===== src/rtl/rf_wb_arbiter_pkg.sv =====
// Shared constants and types for the register-file writeback arbiter.
package rf_wb_arbiter_pkg;

    localparam int WORD_WIDTH     = 32;
    localparam int REG_ADDR_WIDTH = 5;

    // Identifies which requester owns the write port.
    typedef enum logic {
        ARB_SRC_ALU = 1'b0,
        ARB_SRC_LSU = 1'b1
    } arb_src_e;

endpackage


===== src/rtl/rf_wb_arbiter_if.sv =====
// Writeback request channel: one instance per requester (ALU, LSU).
// The requester drives valid/rd/data and the arbiter answers with ready.
interface rf_wb_arbiter_if
    import rf_wb_arbiter_pkg::*;
#(
    parameter int WORD_W = WORD_WIDTH,
    parameter int ADDR_W = REG_ADDR_WIDTH
);
    logic              valid;
    logic              ready;
    logic [ADDR_W-1:0] rd;
    logic [WORD_W-1:0] data;

    modport master (output valid, rd, data, input ready);
    modport slave  (input valid, rd, data, output ready);
endinterface


===== src/rtl/rf_scoreboard.sv =====
// Per-register busy scoreboard. Issue sets an entry, a granted writeback
// clears it, and two source registers can be queried for RAW hazards.
// Register 0 is never tracked as busy.
module rf_scoreboard #(
    parameter int ADDR_W = 5,
    parameter int NREGS  = 1 << ADDR_W
) (
    input  logic              clk,
    input  logic              rst_n,
    input  logic              i_iss_valid,
    output logic              o_iss_ready,
    input  logic [ADDR_W-1:0] i_iss_rd,
    input  logic              i_clr_en,
    input  logic [ADDR_W-1:0] i_clr_idx,
    input  logic [ADDR_W-1:0] i_q_rs1,
    input  logic [ADDR_W-1:0] i_q_rs2,
    output logic              o_q_hazard
);

    logic [NREGS-1:0] r_busy;
    logic [NREGS-1:0] w_set_mask;
    logic [NREGS-1:0] w_clr_mask;

    // Issue acceptance, set/clear masks and the hazard query.
    always_comb begin
        w_set_mask  = '0;
        w_clr_mask  = '0;
        o_iss_ready = rst_n && ((i_iss_rd == '0) || !r_busy[i_iss_rd]);
        if (i_iss_valid && o_iss_ready && (i_iss_rd != '0))
            w_set_mask[i_iss_rd] = 1'b1;
        if (i_clr_en)
            w_clr_mask[i_clr_idx] = 1'b1;
        o_q_hazard = ((i_q_rs1 != '0) && r_busy[i_q_rs1]) ||
                     ((i_q_rs2 != '0) && r_busy[i_q_rs2]);
    end

    // Busy vector: a set and a clear of different entries both land.
    always_ff @(posedge clk or negedge rst_n) begin
        if (!rst_n)
            r_busy <= '0;
        else
            r_busy <= (r_busy & ~w_clr_mask) | w_set_mask;
    end

endmodule


===== src/rtl/rf_wb_arbiter.sv =====
// Shares the single register-file write port between the ALU and LSU
// writeback paths and owns the busy scoreboard used by decode to stall.
// Ties go round-robin by default; defining RF_ARB_LSU_PRIO_EN makes the
// LSU win every tie instead.
module rf_wb_arbiter
    import rf_wb_arbiter_pkg::*;
#(
    parameter int WORD_W = WORD_WIDTH,
    parameter int ADDR_W = REG_ADDR_WIDTH,
    parameter int NREGS  = 1 << ADDR_W
) (
    input  logic              clk,
    input  logic              rst_n,
    rf_wb_arbiter_if.slave    alu,
    rf_wb_arbiter_if.slave    lsu,
    input  logic              iss_valid,
    output logic              iss_ready,
    input  logic [ADDR_W-1:0] iss_rd,
    input  logic [ADDR_W-1:0] q_rs1,
    input  logic [ADDR_W-1:0] q_rs2,
    output logic              q_hazard,
    output logic              rf_w_en,
    output logic [ADDR_W-1:0] rf_wa,
    output logic [WORD_W-1:0] rf_wd
);

    logic              w_alu_req;
    logic              w_lsu_req;
    logic              w_alu_grant;
    logic              w_lsu_grant;
    logic              w_grant;
    logic [ADDR_W-1:0] w_grant_rd;
    logic [WORD_W-1:0] w_grant_data;

    logic              r_rf_w_en;
    logic [ADDR_W-1:0] r_rf_wa;
    logic [WORD_W-1:0] r_rf_wd;

`ifndef RF_ARB_LSU_PRIO_EN
    arb_src_e          r_last_grant;
`endif

    // Pick the winner among requests that actually need the port (rd != 0).
    always_comb begin
        w_alu_req   = rst_n && alu.valid && (alu.rd != '0);
        w_lsu_req   = rst_n && lsu.valid && (lsu.rd != '0);
        w_alu_grant = 1'b0;
        w_lsu_grant = 1'b0;
        if (w_alu_req && w_lsu_req) begin
`ifdef RF_ARB_LSU_PRIO_EN
            w_lsu_grant = 1'b1;
`else
            if (r_last_grant == ARB_SRC_LSU)
                w_alu_grant = 1'b1;
            else
                w_lsu_grant = 1'b1;
`endif
        end else begin
            w_alu_grant = w_alu_req;
            w_lsu_grant = w_lsu_req;
        end
        w_grant      = w_alu_grant || w_lsu_grant;
        w_grant_rd   = w_lsu_grant ? lsu.rd   : alu.rd;
        w_grant_data = w_lsu_grant ? lsu.data : alu.data;
    end

    // rd==0 requests are acknowledged at once without using the port.
    assign alu.ready = rst_n && alu.valid && ((alu.rd == '0) || w_alu_grant);
    assign lsu.ready = rst_n && lsu.valid && ((lsu.rd == '0) || w_lsu_grant);

    // Registered write port toward reg_file; address/data hold when idle.
    always_ff @(posedge clk or negedge rst_n) begin
        if (!rst_n) begin
            r_rf_w_en <= 1'b0;
            r_rf_wa   <= '0;
            r_rf_wd   <= '0;
        end else begin
            r_rf_w_en <= w_grant;
            if (w_grant) begin
                r_rf_wa <= w_grant_rd;
                r_rf_wd <= w_grant_data;
            end
        end
    end

`ifndef RF_ARB_LSU_PRIO_EN
    // Remember the last real grant so the other requester wins the next tie.
    always_ff @(posedge clk or negedge rst_n) begin
        if (!rst_n)
            r_last_grant <= ARB_SRC_LSU;
        else if (w_alu_grant)
            r_last_grant <= ARB_SRC_ALU;
        else if (w_lsu_grant)
            r_last_grant <= ARB_SRC_LSU;
    end
`endif

    assign rf_w_en = r_rf_w_en;
    assign rf_wa   = r_rf_wa;
    assign rf_wd   = r_rf_wd;

    rf_scoreboard #(
        .ADDR_W (ADDR_W),
        .NREGS  (NREGS)
    ) u_scoreboard (
        .clk         (clk),
        .rst_n       (rst_n),
        .i_iss_valid (iss_valid),
        .o_iss_ready (iss_ready),
        .i_iss_rd    (iss_rd),
        .i_clr_en    (w_grant),
        .i_clr_idx   (w_grant_rd),
        .i_q_rs1     (q_rs1),
        .i_q_rs2     (q_rs2),
        .o_q_hazard  (q_hazard)
    );

endmodule

===== src/flat_wrapper.sv =====
// flat-port wrapper written by rule: the top's interface ports become plain ports
module rf_wb_arbiter_flat import rf_wb_arbiter_pkg::*;
#(
    parameter int WORD_W = WORD_WIDTH,
    parameter int ADDR_W = REG_ADDR_WIDTH,
    parameter int NREGS  = 1 << ADDR_W
)
  (clk, rst_n, iss_valid, iss_ready, iss_rd, q_rs1, q_rs2, q_hazard, rf_w_en, rf_wa, rf_wd, alu_valid, alu_rd, alu_data, alu_ready, lsu_valid, lsu_rd, lsu_data, lsu_ready);
  rf_wb_arbiter_if #(.WORD_W(WORD_W), .ADDR_W(ADDR_W)) alu_i ();
  rf_wb_arbiter_if #(.WORD_W(WORD_W), .ADDR_W(ADDR_W)) lsu_i ();
  input  logic clk;
  input  logic rst_n;
  input  logic iss_valid;
  output logic iss_ready;
  input  logic [ADDR_W-1:0] iss_rd;
  input  logic [ADDR_W-1:0] q_rs1;
  input  logic [ADDR_W-1:0] q_rs2;
  output logic q_hazard;
  output logic rf_w_en;
  output logic [ADDR_W-1:0] rf_wa;
  output logic [WORD_W-1:0] rf_wd;
  input wire logic [$bits(alu_i.valid)-1:0] alu_valid;
  input wire logic [$bits(alu_i.rd)-1:0] alu_rd;
  input wire logic [$bits(alu_i.data)-1:0] alu_data;
  output wire logic [$bits(alu_i.ready)-1:0] alu_ready;
  input wire logic [$bits(lsu_i.valid)-1:0] lsu_valid;
  input wire logic [$bits(lsu_i.rd)-1:0] lsu_rd;
  input wire logic [$bits(lsu_i.data)-1:0] lsu_data;
  output wire logic [$bits(lsu_i.ready)-1:0] lsu_ready;
  assign alu_i.valid = alu_valid;
  assign alu_i.rd = alu_rd;
  assign alu_i.data = alu_data;
  assign alu_ready = alu_i.ready;
  assign lsu_i.valid = lsu_valid;
  assign lsu_i.rd = lsu_rd;
  assign lsu_i.data = lsu_data;
  assign lsu_ready = lsu_i.ready;
  rf_wb_arbiter #(.WORD_W(WORD_W), .ADDR_W(ADDR_W), .NREGS(NREGS)) u_core (.clk(clk), .rst_n(rst_n), .alu(alu_i), .lsu(lsu_i), .iss_valid(iss_valid), .iss_ready(iss_ready), .iss_rd(iss_rd), .q_rs1(q_rs1), .q_rs2(q_rs2), .q_hazard(q_hazard), .rf_w_en(rf_w_en), .rf_wa(rf_wa), .rf_wd(rf_wd));
endmodule

===== config.mk =====
export PLATFORM = sky130hd
export DESIGN_NAME = rf_wb_arbiter_flat
export DESIGN_NICKNAME = d
export VERILOG_FILES = /design/src/rtl/rf_wb_arbiter_pkg.sv /design/src/rtl/rf_wb_arbiter_if.sv /design/src/rtl/rf_scoreboard.sv /design/src/rtl/rf_wb_arbiter.sv /design/src/flat_wrapper.sv
export SDC_FILE = /design/constraint.sdc
export NUM_CORES = 1
export LEC_CHECK = 0
export ABC_CLOCK_PERIOD_IN_PS = 2500
export BUFFER_PORTS_ARGS = -buffer_cell sky130_fd_sc_hd__buf_2
export CORE_UTILIZATION = 50
export DETAILED_ROUTE_END_ITERATION = 8
export PLACE_DENSITY = 0.77
export SYNTH_ARGS = -nofsm -noshare
export SYNTH_HDL_FRONTEND = slang
export SYNTH_HIERARCHICAL = 1
export SYNTH_SLANG_ARGS = --single-unit

===== constraint.sdc =====
create_clock -name clk -period 2.5 [get_ports clk]
set_clock_uncertainty 0.15 [all_clocks]
set_input_delay 0.25 -clock clk [delete_from_list [all_inputs] [get_ports clk]]
set_output_delay 0.25 -clock clk [all_outputs]
set_load 0.02 [all_outputs]

==> metrics <==
number of inserted diodes 0; wire length on met2 between 6 and 7 mm; Initial DRC Count around 290; Most used DFF post-synth dfrtp_1; Initial Util 52.9%; YS warnings 6; CP endpoint kind output pin; die width 93.4 um; met1 wire length 5.07 mm; First-pass DRT Iterations 8; critical path depth 5; clock sink count 71; Top Layer Used met4; Cell Area, Synth 4170 um^2; worst r2r dst u_core/rf_wd[29]$_DFFE_PN0P_; placed instance count 606; Leakage 2.70 nW; Die Span Y 93.4 um; post-layout minimum cycle time 2.55 ns; hold violation total from the final report 0; Top delay family on crit path multiplexers; CTS max path bufs 2; H-tree depth 3; kind of critical path reg2out; fin crit share 102%; commonest non-fill, non-tap cell in the layout buf_2; reg2reg start u_core/r_last_grant$_DFFE_PN1P_; highest-count cells in the layout ignoring fill and taps buf_2 (133), dfrtp_1 (70), o21ai_0 (56); Mapped Cells roughly 370; critical-path cell list mux4_2 > mux4_2 > nor2_1 > o221ai_1 > buf_4; Final WS setup -0.0550 ns; TritonCTS clock tree yes; Rel. slew slack 35.9%; via count 4204; status finished, violations left; Overflow after GRT 0; crit start category flip-flop; Multi-input gate area 2200 um^2; post-DP HPWL around 9 mm; per-cell routed wire length slightly below 20 um; max_cap viols 0; Ports 136; Worst EP required between 2 and 2.5 ns; vias per std cell 6.33; failing checks negative setup slack; Max Slew Vio Count 0; R2R cell count 4; CP max FO 2; final setup fails 1; min-delay src alu_data[17]; Layout area overhead 34.8%; Peak VDD IR 0.369 mV; Place WS -0.191 ns; final WL approximately 13 mm; first-pass GRT wire length between 20 and 25 mm; Buffers & Inverters on Critical Path 1; HP Class in2reg; share of flip-flops with an asynchronous set or reset 100%; Power Dens Cells 683 nW/um^2; Final Core Density a little under three quarters; GRT Total Usage 32.2%; Yosys cell types 49; Layout Cells excl Fill 664; CP dominant cell by count mux4_2; antenna violations before repair 0; CTS buffer count 9; Reg area 1780 um^2; routability cong. 0.969; CTS clk-pin slew, worst paths 0.07 ns; syn nets 461; end of the critical path q_hazard; root buffer selected by CTS clkbuf_8; nets 651; biggest cell delay along the critical path 0.49 ns; met3 routed WL 1.15 mm; Routed Antenna Nets 0; flops & latches, synth 71; post-synthesis sequential area ratio 42.6%; worst-skew pair later-pin latency roughly 0.34 ns; share of cells above drive strength 1 40.9%; crit path from u_core/u_scoreboard/r_busy[29]$_DFF_PN0_; Least-Margin Pin Slew 0.942 ns; CP arrival roughly 2.2 ns; number of cell rows 32; number of flops mapped to enable cells by yosys 0; largest net degree at the start of global routing 39; f_max 391 MHz; reg2reg setup slack 0.26 ns; die area 8720 um^2; vias in the first global route 4249; filler instances 579; Critical Path Slowest Stage Cell mux4_2; Placeable Area 7890 um^2; unrepaired setup endpoints after global routing true; syn avg cell area between 10 and 15 um^2; Fin Hold WS 0.0139 ns; port buffer count 135; # DRC 0
worst register-to-register path: cells and delay by family (launching register included):
family | cells | cell delay, ns
AO/OA/AOI/OAI | 2 | 0.42
multiplexers | 1 | 0.77
flip-flops | 1 | 0.59
buffers and inverters | 1 | 0.25
where the power goes:
group,internal (W),leakage [nW],switching [W]
Combinational,0.000564,1.68,0.000622
Sequential,0.00136,0.890,0.000188
Clock,0.000686,0.122,0.000422
synthesized netlist by cell type (all sizes together), types with 5 or more instances:
cell     n  area share, %
a221o   32            7.7
a31oi    6           0.90
and3    34            5.1
buf     18            3.7
dfrtp   70             42
inv      5           0.45
mux2i   21            5.3
mux4    15            8.7
nand2   14            1.3
nand3    8           0.96
nand3b   8            1.4
nor2     9            1.2
nor3    10            1.6
o21ai   65            8.2
o22ai    6           0.90
or3b     6            1.3
worst min-delay path by stage:
stage / end / slack (ns) / cells after the start
finish: u_core/rf_wd[17]$_DFFE_PN0P_ / 0.01 / 2
global route: u_core/rf_wd[17]$_DFFE_PN0P_ / 0.01 / 2
CTS: u_core/rf_wd[17]$_DFFE_PN0P_ / 0.005 / 2
detailed placement: u_core/u_scoreboard/r_busy[8]$_DFF_PN0_ / 0.04 / 2
global placement: u_core/u_scoreboard/r_busy[8]$_DFF_PN0_ / 0.04 / 2
floorplan: u_core/rf_w_en$_DFF_PN0_ / -0.20 / 0
per-layer routing:
metal / global-route usage (%) / vias to the layer above
met5: 0 / -
met4: 16.0 / 0
met3: 5.45 / 45
met2: 54.1 / 289
met1: 40.2 / 2018
li1: - / 1852
through the flow:
step	power, W	instance area, um^2	TNS, ns
floorplan	0.00220	4170	0
global placement	0.00257	4990	-0.629
detailed placement	0.00261	4990	-1.82
CTS	0.00382	5610	-0.0320
global route	0.00401	5630	-0.0896
finish	0.00384	5630	-0.0550
sequential cells by signal (all words and copies together) (netlist names):
signal                      flops
u_core/rf_wd                   32
u_core/rf_w_en                  1
u_core/rf_wa                    5
u_core/u_scoreboard/r_busy     32
u_core/r_last_grant             1
final cells by class:
type,instances,area share [%]
Clock buffer,10,2.45
Timing Repair Buffer,200,22.3
Clock inverter,6,1.91
Tap cell,102,2.27
Multi-Input combinational cell,270,39.2
Sequential cell,71,31.6
Inverter,5,0.334
repair_timing:
action	CTS	global route
hold buffers	32	0
endpoints found under the hold margin	33	0
gates cloned	0	0
endpoints found under the setup margin	1	18
gates resized for setup	5	12
setup buffers	10	0
pin swaps	0	0
cell families after synthesis:
logic type | count (synthesis) | share of synthesized area (%)
compound gates | 133 | 23.6
simple gates | 97 | 14.3
flops | 71 | 42.6
buf+inv | 26 | 4.41
mux | 40 | 15.1
(Power assumes the default switching activity.)
